[config.mk]
export PLATFORM = sky130hd
export DESIGN_NAME = btn_intr_conditioner_flat
export DESIGN_NICKNAME = d
export VERILOG_FILES = /design/src/rtl/btn_intr_conditioner_pkg.sv /design/src/rtl/btn_intr_conditioner_if.sv /design/src/rtl/btn_intr_conditioner_debounce_bit.sv /design/src/rtl/btn_intr_conditioner.sv /design/src/flat_wrapper.sv
export SDC_FILE = /design/constraint.sdc
export NUM_CORES = 1
export LEC_CHECK = 0
export ABC_AREA = 1
export BUFFER_PORTS_ARGS = -buffer_cell sky130_fd_sc_hd__buf_2
export CORE_UTILIZATION = 50
export DETAILED_ROUTE_END_ITERATION = 12
export PLACE_DENSITY_LB_ADDON = 0.3
export SLEW_MARGIN = 20
export SYNTH_ARGS = -nofsm -noshare
export SYNTH_HDL_FRONTEND = slang
export SYNTH_SLANG_ARGS = --single-unit
[constraint.sdc]
create_clock -name clk -period 1.2 [get_ports clk]
set_clock_uncertainty 0.15 [all_clocks]
set_input_delay 0.18 -clock clk [delete_from_list [all_inputs] [get_ports clk]]
set_output_delay 0.18 -clock clk [all_outputs]
set_load 0.01 [all_outputs]
[src/rtl/btn_intr_conditioner_pkg.sv]
// Shared types and default constants for the button/interrupt conditioner.
package otter_io_pkg;

  typedef enum logic [1:0] {IDLE, ASSERT, WAIT_REL} intr_state_t;

  localparam int N_BTNS_DEF      = 5;
  localparam int DB_CYCLES_DEF   = 4;
  localparam int INTR_CYCLES_DEF = 3;
  localparam int BTN_INTR_IDX    = 4;

  // Width of a counter that must hold values 0..maxv.
  function automatic int cnt_w(input int maxv);
    return (maxv < 1) ? 1 : $clog2(maxv + 1);
  endfunction

endpackage

[src/rtl/btn_intr_conditioner_if.sv]
// Board-pin / MCU-side signal bundle of the button conditioner.
interface btn_intr_if #(
  parameter int N_BTNS = otter_io_pkg::N_BTNS_DEF
);
  logic [N_BTNS-1:0] btn_raw;
  logic              intr_ack;
  logic [N_BTNS-1:0] btn_db;
  logic [N_BTNS-1:0] btn_rise;
  logic              intr;
  logic [7:0]        intr_cnt;

  modport master (
    output btn_raw, intr_ack,
    input  btn_db, btn_rise, intr, intr_cnt
  );

  modport slave (
    input  btn_raw, intr_ack,
    output btn_db, btn_rise, intr, intr_cnt
  );
endinterface

[src/rtl/btn_intr_conditioner_debounce_bit.sv]
// One button bit: 2-flop synchronizer, stability counter, registered rise pulse.
module btn_debounce_bit
  import otter_io_pkg::*;
#(
  parameter int DB_CYCLES = DB_CYCLES_DEF
) (
  input  logic clk,
  input  logic RST_N,
  input  logic raw,
  output logic db,
  output logic rise
);

  localparam int            CW   = cnt_w(DB_CYCLES);
  localparam logic [CW-1:0] LAST = CW'(DB_CYCLES - 1);

  logic          sync1, sync2;
  logic [CW-1:0] cnt;

  // The accepting edge is the DB_CYCLES-th consecutive mismatch, so the stored
  // count only ever reaches DB_CYCLES-1 before clearing.
  always_ff @(posedge clk or negedge RST_N) begin
    if (!RST_N) begin
      sync1 <= 1'b0;
      sync2 <= 1'b0;
      cnt   <= '0;
      db    <= 1'b0;
      rise  <= 1'b0;
    end else begin
      sync1 <= raw;
      sync2 <= sync1;
      rise  <= 1'b0;
      if (sync2 == db) begin
        cnt <= '0;
      end else if (cnt == LAST) begin
        db   <= sync2;
        cnt  <= '0;
        rise <= sync2;
      end else begin
        cnt <= cnt + 1'b1;
      end
    end
  end

endmodule

[src/rtl/btn_intr_conditioner.sv]
// Button conditioner: per-bit debounce plus a one-shot interrupt generator.
// Optional macro BTN_INTR_ACK_EN holds intr until intr_ack instead of a fixed pulse.
module btn_intr_conditioner
  import otter_io_pkg::*;
#(
  parameter int N_BTNS      = N_BTNS_DEF,
  parameter int DB_CYCLES   = DB_CYCLES_DEF,
  parameter int INTR_BIT    = BTN_INTR_IDX,
  parameter int INTR_CYCLES = INTR_CYCLES_DEF
) (
  input logic     clk,
  input logic     RST_N,
  btn_intr_if.slave bus
);

  logic [N_BTNS-1:0] db;
  logic [N_BTNS-1:0] rise;

  generate
    for (genvar i = 0; i < N_BTNS; i++) begin : g_bit
      btn_debounce_bit #(.DB_CYCLES(DB_CYCLES)) u_bit (
        .clk  (clk),
        .RST_N(RST_N),
        .raw  (bus.btn_raw[i]),
        .db   (db[i]),
        .rise (rise[i])
      );
    end
  endgenerate

  assign bus.btn_db   = db;
  assign bus.btn_rise = rise;

  intr_state_t state;
  logic        intr_q;
  logic [7:0]  intr_cnt_q;

`ifdef BTN_INTR_ACK_EN
`else
  localparam int SW = cnt_w(INTR_CYCLES);
  logic [SW-1:0] stretch;
  logic          ack_unused;
  assign ack_unused = bus.intr_ack;
`endif

  // intr is driven straight from a flop so the MCU never sees a glitch.
  always_ff @(posedge clk or negedge RST_N) begin
    if (!RST_N) begin
      state      <= IDLE;
      intr_q     <= 1'b0;
      intr_cnt_q <= 8'd0;
`ifdef BTN_INTR_ACK_EN
`else
      stretch    <= '0;
`endif
    end else begin
      case (state)
        IDLE: begin
          if (rise[INTR_BIT]) begin
            state      <= ASSERT;
            intr_q     <= 1'b1;
            intr_cnt_q <= intr_cnt_q + 8'd1;
`ifdef BTN_INTR_ACK_EN
`else
            stretch    <= SW'(1);
`endif
          end
        end
        ASSERT: begin
`ifdef BTN_INTR_ACK_EN
          if (bus.intr_ack) begin
            intr_q <= 1'b0;
            state  <= db[INTR_BIT] ? WAIT_REL : IDLE;
          end
`else
          if (stretch == SW'(INTR_CYCLES)) begin
            intr_q <= 1'b0;
            state  <= db[INTR_BIT] ? WAIT_REL : IDLE;
          end else begin
            stretch <= stretch + 1'b1;
          end
`endif
        end
        WAIT_REL: begin
          if (!db[INTR_BIT]) state <= IDLE;
        end
        default: state <= IDLE;
      endcase
    end
  end

  assign bus.intr     = intr_q;
  assign bus.intr_cnt = intr_cnt_q;

endmodule

[src/flat_wrapper.sv]
// flat-port wrapper written by rule: the top's interface ports become plain ports
module btn_intr_conditioner_flat import otter_io_pkg::*;
#(
  parameter int N_BTNS      = N_BTNS_DEF,
  parameter int DB_CYCLES   = DB_CYCLES_DEF,
  parameter int INTR_BIT    = BTN_INTR_IDX,
  parameter int INTR_CYCLES = INTR_CYCLES_DEF
)
  (clk, RST_N, bus_btn_raw, bus_intr_ack, bus_btn_db, bus_btn_rise, bus_intr, bus_intr_cnt);
  btn_intr_if #(.N_BTNS(N_BTNS)) bus_i ();
  input logic clk;
  input logic RST_N;
  input wire logic [$bits(bus_i.btn_raw)-1:0] bus_btn_raw;
  input wire logic [$bits(bus_i.intr_ack)-1:0] bus_intr_ack;
  output wire logic [$bits(bus_i.btn_db)-1:0] bus_btn_db;
  output wire logic [$bits(bus_i.btn_rise)-1:0] bus_btn_rise;
  output wire logic [$bits(bus_i.intr)-1:0] bus_intr;
  output wire logic [$bits(bus_i.intr_cnt)-1:0] bus_intr_cnt;
  assign bus_i.btn_raw = bus_btn_raw;
  assign bus_i.intr_ack = bus_intr_ack;
  assign bus_btn_db = bus_i.btn_db;
  assign bus_btn_rise = bus_i.btn_rise;
  assign bus_intr = bus_i.intr;
  assign bus_intr_cnt = bus_i.intr_cnt;
  btn_intr_conditioner #(.N_BTNS(N_BTNS), .DB_CYCLES(DB_CYCLES), .INTR_BIT(INTR_BIT), .INTR_CYCLES(INTR_CYCLES)) u_core (.clk(clk), .RST_N(RST_N), .bus(bus_i));
endmodule
======== After elaboration in Yosys (flattened, before gate mapping) ========
Index checks and enable logic that the tools add are counted.
storage, ports and cells
  input bits .............................. 8
  logic and storage cells ................. 99
  output and inout port bits .............. 19
  flip-flop bits (word level) ............. 48
cells by class
  bitwise operators ....................... 5
  add/sub/neg operators ................... 7
  multiplexer cells ....................... 30
  reductions and logical operators ........ 11
  eq/ne operators ......................... 17
operators by type and width
  kind                   number
  $mux W3                10
  $add A3 B1 Y3 const B  5
  $eq A3 B2 Y1 const B   5
  $mux W1                12
  $reduce_and A2 Y1      6
  $mux W2                5
  $reduce_and A3 Y1      3
  $add A8 B1 Y8 const B  1
  $ne A2 B2 Y1 const B   3
  $pmux W2 S3            1
  $eq A1 B1 Y1           5
  $not A1 Y1             5
  $eq A2 B2 Y1 const B   2
  $pmux W2 S2            1
  $add A2 B1 Y2 const B  1
  $eq A2 B1 Y1 const B   1
  $logic_not A2 Y1       1
  $ne A2 B1 Y1 const B   1
  $pmux W1 S2            1
  $reduce_bool A2 Y1     1

======== Depth between registers and ports, before layout ========
Gate-level depths: netlist of run 1.
  depth in word-level cells ............... 3
  gate-level depth with buffers ........... 7
  depth with buffers taken out ............ 7

======== By module ========
A second synthesis of run 1 with hierarchy kept.
unflattened totals
  cells, all modules ...................... 209
  area, all modules ....................... 1,999.4 um2
modules (own cells, without submodules)
  module                cells each  area an instance (um2)  sequential area each (um2)  times used
  btn_debounce_bit      27          265.3                   175.2                       5
  btn_intr_conditioner  74          673.1                   325.3                       1

======== Least setup slack after synthesis of run 1 ========
Ideal clock, no wire load.
  path type ............................... register to register
  start ................................... register u_core.intr_cnt_q[0], in the netlist u_core.bus.intr_cnt[0]
  end ..................................... register u_core.intr_cnt_q[6], in the netlist u_core.bus.intr_cnt[6]
  stages on the path, launching flop included .. 7
  buffers on the path ..................... 0
  data arrival time ....................... 0.979 ns
  path slack .............................. -0.042 ns
  library setup time ...................... 0.113 ns
  period minus slack after synthesis ...... 1.242 ns
  data required time ...................... 0.937 ns
  cells stage by stage .................... dfrtp_1 -> ha_1 -> nand3_1 -> nor2_2 -> nand3_1 -> nand2_1 -> inv_1
on the way
  word-level cells in the longest chain between the ends .. 1
ends and longest elaborated chain
  item                      RTL line                    text
  start: declaration        btn_intr_conditioner.sv:36  logic [7:0] intr_cnt_q;
  start signal: assignment  btn_intr_conditioner.sv:62  intr_cnt_q <= intr_cnt_q + 8'd1;
  $add A8 B1 Y8             btn_intr_conditioner.sv:62
Every way passes these cells.
A chain may end at the register's enable or synchronous reset.

======== Worst setup path after layout of run 1 ========
  start ................................... register u_core.intr_cnt_q[0], in the netlist u_core.bus.intr_cnt[0]
  end ..................................... output port bus_intr_cnt[0]
RTL lines
  item              RTL line            text
  end: declaration  flat_wrapper.sv:18  output wire logic [$bits(bus_i.intr_cnt)-1:0] bus_intr_cnt;
No word-level cell between the ends.

==> flow_metrics.env, run 1 <==
export IMPL_outcome="finished with violations"
export IMPL_violations="setup timing"
export IMPL_cts_tree="yes"
export IMPL_wl_mm=3.18
export IMPL_setup_worst_path_end_class="output pin"
export IMPL_timing_fmax_mhz=784
export IMPL_wl_per_cell_um=11.2
export IMPL_cp_start_kind="flip-flop"
export IMPL_r2r_cells=6
export IMPL_whs_endpoint="u_core.g_bit[1].u_bit.sync2"
export IMPL_area_growth_pct=30.9
export IMPL_initial_core_util_pct=52.2
export IMPL_critical_path_slowest_cell="dfrtp_1"
export IMPL_holdPathStages=0
export IMPL_cp_top_family="flip-flops"
export IMPL_utilization_pct=68.3
export IMPL_worst_slew_pin_slew_ps=379
export IMPL_clkSinkCount=48
export IMPL_core_rowCount=22
export IMPL_cap_violations=0
export IMPL_ys_ff_latch=48
export IMPL_layout_drive_gt1_share_pct=36.9
export IMPL_seqPwrFrac_pct=45.7
export IMPL_critPathMostFrequentCell="buf_6"
export IMPL_clkTransAtPathRegs_ps=80
export IMPL_grt_setup_unrepaired="yes"
export IMPL_cp_buffers_inverters=2
export IMPL_clk_latency_ps=290
export IMPL_pwr_share_clk_pct=23.3
export IMPL_hold_violations=0
export IMPL_numCtsBuffers=5
export IMPL_fill_cells=292
export IMPL_r2r_start="u_core.bus.intr_cnt[0]"
export IMPL_finalMaxSlewViolations=0
export IMPL_internal_power_w=0.00330
export IMPL_num_vias=1289
export IMPL_grt_pass1_vias=1246
export IMPL_crit_type="reg2out"
export IMPL_vias_per_cell=4.54
export IMPL_hold_class="reg2reg"
export IMPL_cp_max_fo=3
export IMPL_relSlewSlack_pct=74.5
export IMPL_worstPathArrival_ps=950
export IMPL_power_leakage_nw=1.36
export IMPL_synthDistinctLibCells=17
export IMPL_initialDrtViolationCount=45
export IMPL_ant_nets=0
export IMPL_cts_root_buf="clkbuf_8"
export IMPL_setup_viol=10
export IMPL_min_delay_start="u_core.g_bit[1].u_bit.sync1"
export IMPL_dieArea_sq_um=4100
export IMPL_peakVddDrop_v=0.00142
export IMPL_multiInputGateArea_sq_um=644
export IMPL_dr_pass1_iters=4
export IMPL_ff2ff_setup_slack_ps=-40
export IMPL_p_per_area_nw_per_um2=1890
export IMPL_comb_power_share_pct=31.0
export IMPL_fin_nets=250
export IMPL_grt_pass1_wl_mm=5.24
export IMPL_synth_seq_area_share_pct=62.4
export IMPL_switching_share_pct=30.8
export IMPL_fin_crit_ps=1280
export IMPL_n_antenna_cell=0
export IMPL_cp_required_ps=870
export IMPL_grt_overflow=0
export IMPL_yosys_warnings=0
export IMPL_die_x_um=64.0
export IMPL_syn_nets=201
export IMPL_drcViolationCount=0
export IMPL_final_common_cell="dfrtp_1"
export IMPL_netlist_instances=186
export IMPL_regArea_sq_um=1200
export IMPL_cp_slowest_stage_delay_ps=420
export IMPL_timing_rr_end="u_core.bus.intr_cnt[6]"
export IMPL_boundaryPins=27
export IMPL_setup_slack_ps=-75.5
export IMPL_hpwlAfterDp_mm=2.05
export IMPL_antenna_found_initial=0
export IMPL_p_sw_w=0.00147
export IMPL_globalplace_congestion=0.740
export IMPL_grt_use_total_pct=17.1
export IMPL_grt_max_degree=49
export IMPL_crit_chain="buf_6 -> buf_6"
export IMPL_syn_area_sq_um=1920
export IMPL_port_buffers=25
export IMPL_coreArea_sq_um=3690
export IMPL_syn_area_per_cell_sq_um=10.3
export IMPL_finalCritPeriodShare_pct=106
export IMPL_finalPower_w=0.00476
export IMPL_die_y_um=64.0
export IMPL_htreeDepth=2
export IMPL_clk_path_buf_depth=2
export IMPL_final_cell_mix="47 x dfrtp_1, 38 x nand2_1, 25 x inv_1"
## timing repair
action,CTS,global route
endpoints found under the setup margin,13,36
resized for setup,9,26
setup buffers,7,8
pin swaps,2,9
hold buffers,6,0
endpoints found under the hold margin,53,0
## flip-flops by register name, indices dropped and copies added (netlist names)
name                      cells
u_core.stretch                2
u_core.g_bit.u_bit.rise       5
u_core.g_bit.u_bit.cnt       15
u_core.g_bit.u_bit.sync1      5
u_core.g_bit.u_bit.db         5
u_core.state                  2
u_core.g_bit.u_bit.sync2      5
u_core.bus.intr_cnt           8
u_core.bus.intr               1
## metrics by stage
stage | area, sq um | hold slack, ps | setup WS (ps) | std cells | TNS, ps
2_1_floorplan | 1930 | -266 | -15.7 | 186 | -15.7
3_3_place_gp | 2110 | 31.0 | -0.297 | 256 | -0.297
3_5_place_dp | 2110 | 34.3 | -14.1 | 256 | -14.1
4_1_cts | 2370 | 209 | -92.7 | 277 | -377
5_1_grt | 2520 | 214 | -135 | 284 | -1420
6_report | 2520 | 208 | -75.5 | 284 | -349
## power groups by stage
stage | clock [W] | combinational, W | sequential, W
final | 0.00111 | 0.00148 | 0.00218
after floorplan | 0 | 0.000837 | 0.00219
after CTS | 0.00114 | 0.00128 | 0.00217
after global placement | 0 | 0.00107 | 0.00218
after global routing | 0.00122 | 0.00168 | 0.00222
after detailed placement | 0 | 0.00114 | 0.00220
## cells in the mapped netlist (all sizes together)
master,count,area (sq um)
xnor2,5,43.8
a21boi,1,7.51
nor3,10,50.1
dfrtp,48,1200
nand3,11,67.6
inv,29,109
buf,10,75.1
ha,7,87.6
a21oi,1,5.00
nor2,17,78.8
xor2,4,35.0
nand2,43,164
## worst register-to-register path, delay by kind of cell (launching register included)
kind / cells / cell delay (ps)
simple gates: 4 / 320
buf+inv: 1 / 40
fa+ha+maj: 1 / 230
flops: 1 / 410
## cell type report
cell class	instances	area share, %
clock buffers	6	2.88
clock inverters	2	1.39
inverters	29	4.32
multi-input cells	99	25.6
flip-flops and latches	48	47.7
well taps	48	2.38
repair buffers	52	15.7
## layer usage
metal  wire length, um  vias to the layer above  GRT usage, %
met5                 0                        -             0
met1              1400                      616          19.1
met3                80                        4          5.36
met4                32                        0          5.97
met2              1660                       15          30.6
li1                  -                      654             -
## worst max-delay path by stage
stage                                 startpoint                      to  slack (ps)  cells after the start
after floorplan           u_core.bus.intr_cnt[0]  u_core.bus.intr_cnt[6]         -20                      6
after global placement    u_core.bus.intr_cnt[1]  u_core.bus.intr_cnt[6]        -0.3                      6
after detailed placement  u_core.bus.intr_cnt[0]  u_core.bus.intr_cnt[6]         -10                      6
after CTS                 u_core.bus.intr_cnt[0]         bus_intr_cnt[0]         -90                      2
after global routing             u_core.state[1]  u_core.bus.intr_cnt[5]        -140                      6
final                     u_core.bus.intr_cnt[0]         bus_intr_cnt[0]         -80                      2
## cell families after synthesis
logic type,count (synthesis),synth area share [%]
AOI/OAI and AO/OA,2,0.650
xor gates and xnor gates,9,4.10
adders and majority gates,7,4.55
buffers and inverters,39,9.56
DFF,48,62.4
and+or+nand+nor,81,18.7
No activity file was read; power rests on OpenSTA's default activity.
==> run 2: changes to the inputs <==
--- a/config.mk
+++ b/config.mk
@@ -6,11 +6,11 @@
 export NUM_CORES = 1
 export LEC_CHECK = 0
 export ABC_AREA = 1
-export BUFFER_PORTS_ARGS = -buffer_cell sky130_fd_sc_hd__buf_2
+export BUFFER_PORTS_ARGS = -buffer_cell sky130_fd_sc_hd__buf_4
 export CORE_UTILIZATION = 50
 export DETAILED_ROUTE_END_ITERATION = 12
 export PLACE_DENSITY_LB_ADDON = 0.3
-export SLEW_MARGIN = 20
+export SLEW_MARGIN = 40
 export SYNTH_ARGS = -nofsm -noshare
 export SYNTH_HDL_FRONTEND = slang
 export SYNTH_SLANG_ARGS = --single-unit
==> flow_metrics.env, run 2 (synthesis gave the netlist of run 1 again) <==
export IMPL_grt_pass1_vias=1389
export IMPL_setup_slack_ps=-74.9
export IMPL_fin_hold_ws_ps=203
export IMPL_die_y_um=64.0
export IMPL_area_growth_pct=36.7
export IMPL_comb_power_share_pct=34.9
export IMPL_cp_buffers_inverters=3
export IMPL_cp_slowest_stage_delay_ps=410
export IMPL_crit_type="reg2reg"
export IMPL_seqPwrFrac_pct=45.2
export IMPL_worstPathArrival_ps=1330
export IMPL_internal_power_w=0.00333
export IMPL_wl_met1_mm=1.36
export IMPL_finalMaxSlewViolations=0
export IMPL_setup_worst_path_end_class="flip-flop"
export IMPL_boundaryPins=27
export IMPL_relSlewSlack_pct=76.0
export IMPL_crit_chain="buf_6 -> ha_4 -> nand3_4 -> inv_1 -> nand3_1 -> nand2_1 -> nand2_1 -> inv_1"
export IMPL_hold_class="reg2reg"
export IMPL_initial_core_util_pct=52.2
export IMPL_cts_tree="yes"
export IMPL_final_cell_mix="43 x dfrtp_1, 37 x nand2_1, 28 x buf_4"
export IMPL_grt_use_total_pct=18.5
export IMPL_htreeDepth=2
export IMPL_highest_layer="met4"
export IMPL_finalPower_w=0.00489
export IMPL_largest_register="u_core.g_bit.u_bit.cnt"
export IMPL_grt_pass1_wl_mm=5.58
export IMPL_antenna_found_initial=0
export IMPL_cts_root_buf="clkbuf_8"
export IMPL_globalplace_congestion=0.765
export IMPL_clk_latency_ps=300
export IMPL_grt_max_degree=49
export IMPL_dr_pass1_iters=4
export IMPL_clkSinkCount=48
export IMPL_final_common_cell="dfrtp_1"
export IMPL_grt_setup_unrepaired="yes"
export IMPL_port_buffers=25
export IMPL_layout_drive_gt1_share_pct=40.7
export IMPL_clk_path_buf_depth=2
export IMPL_initialDrtViolationCount=66
export IMPL_cp_top_family="flip-flops"
export IMPL_drcViolationCount=0
export IMPL_largest_reg_flops=15
export IMPL_hpwlAfterDp_mm=2.00
export IMPL_fin_crit_ps=1270
export IMPL_timing_fmax_mhz=784
export IMPL_worst_slew_pin_slew_ps=357
export IMPL_wl_per_cell_um=11.9
export IMPL_cp_start_kind="flip-flop"
export IMPL_pwr_share_clk_pct=19.8
export IMPL_numCtsBuffers=5
export IMPL_cap_violations=0
export IMPL_hold_violations=0
export IMPL_regArea_sq_um=1210
export IMPL_die_x_um=64.0
export IMPL_violations="setup timing"
export IMPL_cp_max_fo=2
export IMPL_pre_cts_ws_ps=-24.9
export IMPL_dr_wl_met2_mm=1.87
export IMPL_vias_per_cell=4.71
export IMPL_coreArea_sq_um=3690
export IMPL_dieArea_sq_um=4100
export IMPL_cp_required_ps=1250
export IMPL_peakVddDrop_v=0.00138
export IMPL_num_vias=1337
export IMPL_wl_mm=3.39
export IMPL_grt_overflow=0
export IMPL_p_per_area_nw_per_um2=1860
export IMPL_wl_met3_um=113
export IMPL_fin_nets=250
export IMPL_p_sw_w=0.00157
export IMPL_finalCritPeriodShare_pct=106
export IMPL_switching_share_pct=32.0
export IMPL_multiInputGateArea_sq_um=678
export IMPL_fill_cells=259
export IMPL_clkTransAtPathRegs_ps=80
export IMPL_utilization_pct=71.3
export IMPL_core_rowCount=22
export IMPL_n_antenna_cell=0
export IMPL_critical_path_slowest_cell="dfrtp_1"
export IMPL_tns_ps=-295
export IMPL_ant_nets=0
export IMPL_setup_viol=13
export IMPL_outcome="finished with violations"
export IMPL_power_leakage_nw=1.37
-- run 2: cell count changes in the layout (fill, tap and decap cells not counted), moves of 3 or more --
cell     change
buf_4       +12
buf_2       -21
buf_6        +9
dfrtp_2      +4
nand3_1      -3
nand3_2      +3
dfrtp_1      -4
-- run 2: repair_timing --
action | in CTS | in global routing
buffers inserted | 11 | 6
hold buffers | 6 | 0
setup endpoints to repair | 16 | 42
gates resized for setup | 12 | 42
pin swaps | 4 | 14
hold endpoints to repair | 53 | 0
-- run 2: worst paths after layout --
kind	from	to	slack, ps	cells after the start
max	u_core.bus.intr_cnt[0]	u_core.bus.intr_cnt[6]	-70	8
min	u_core.g_bit[0].u_bit.sync1	u_core.g_bit[0].u_bit.sync2	200	0
max reg2reg	u_core.bus.intr_cnt[0]	u_core.bus.intr_cnt[6]	-70	8
min reg2reg	u_core.g_bit[0].u_bit.sync1	u_core.g_bit[0].u_bit.sync2	200	0
max in group asynchronous	RST_N	u_core.bus.intr_cnt[1]	430	3
min in group asynchronous	RST_N	u_core.g_bit[0].u_bit.rise	240	3
-- run 2: area by class of cell --
class	instances	share of cell area, %
Multi-Input combinational cell	99	25.8
Tap cell	48	2.28
Sequential cell	48	45.9
Timing Repair Buffer	52	18.3
Clock buffer	7	3.28
Clock inverter	1	0.285
Inverter	29	4.14
-- run 2: layer usage --
metal,global-route usage (%),up-vias
met4,9.38,0
met5,0,-
met2,31.9,23
li1,-,656
met3,5.89,5
met1,20.2,653
-- run 2: power by group through the flow --
stage | combinational, W | clock (W) | sequential [W]
after floorplan | 0.000837 | 0 | 0.00219
after global placement | 0.00109 | 0 | 0.00218
after detailed placement | 0.00116 | 0 | 0.00221
after CTS | 0.00143 | 0.00101 | 0.00217
after global routing | 0.00193 | 0.00107 | 0.00224
final | 0.00171 | 0.000971 | 0.00221
-- run 2: through the flow --
stage,cells,area [sq um]
detailed placement,253,2150
floorplan,186,1930
CTS,278,2430
finish,284,2630
global placement,253,2150
global route,284,2630
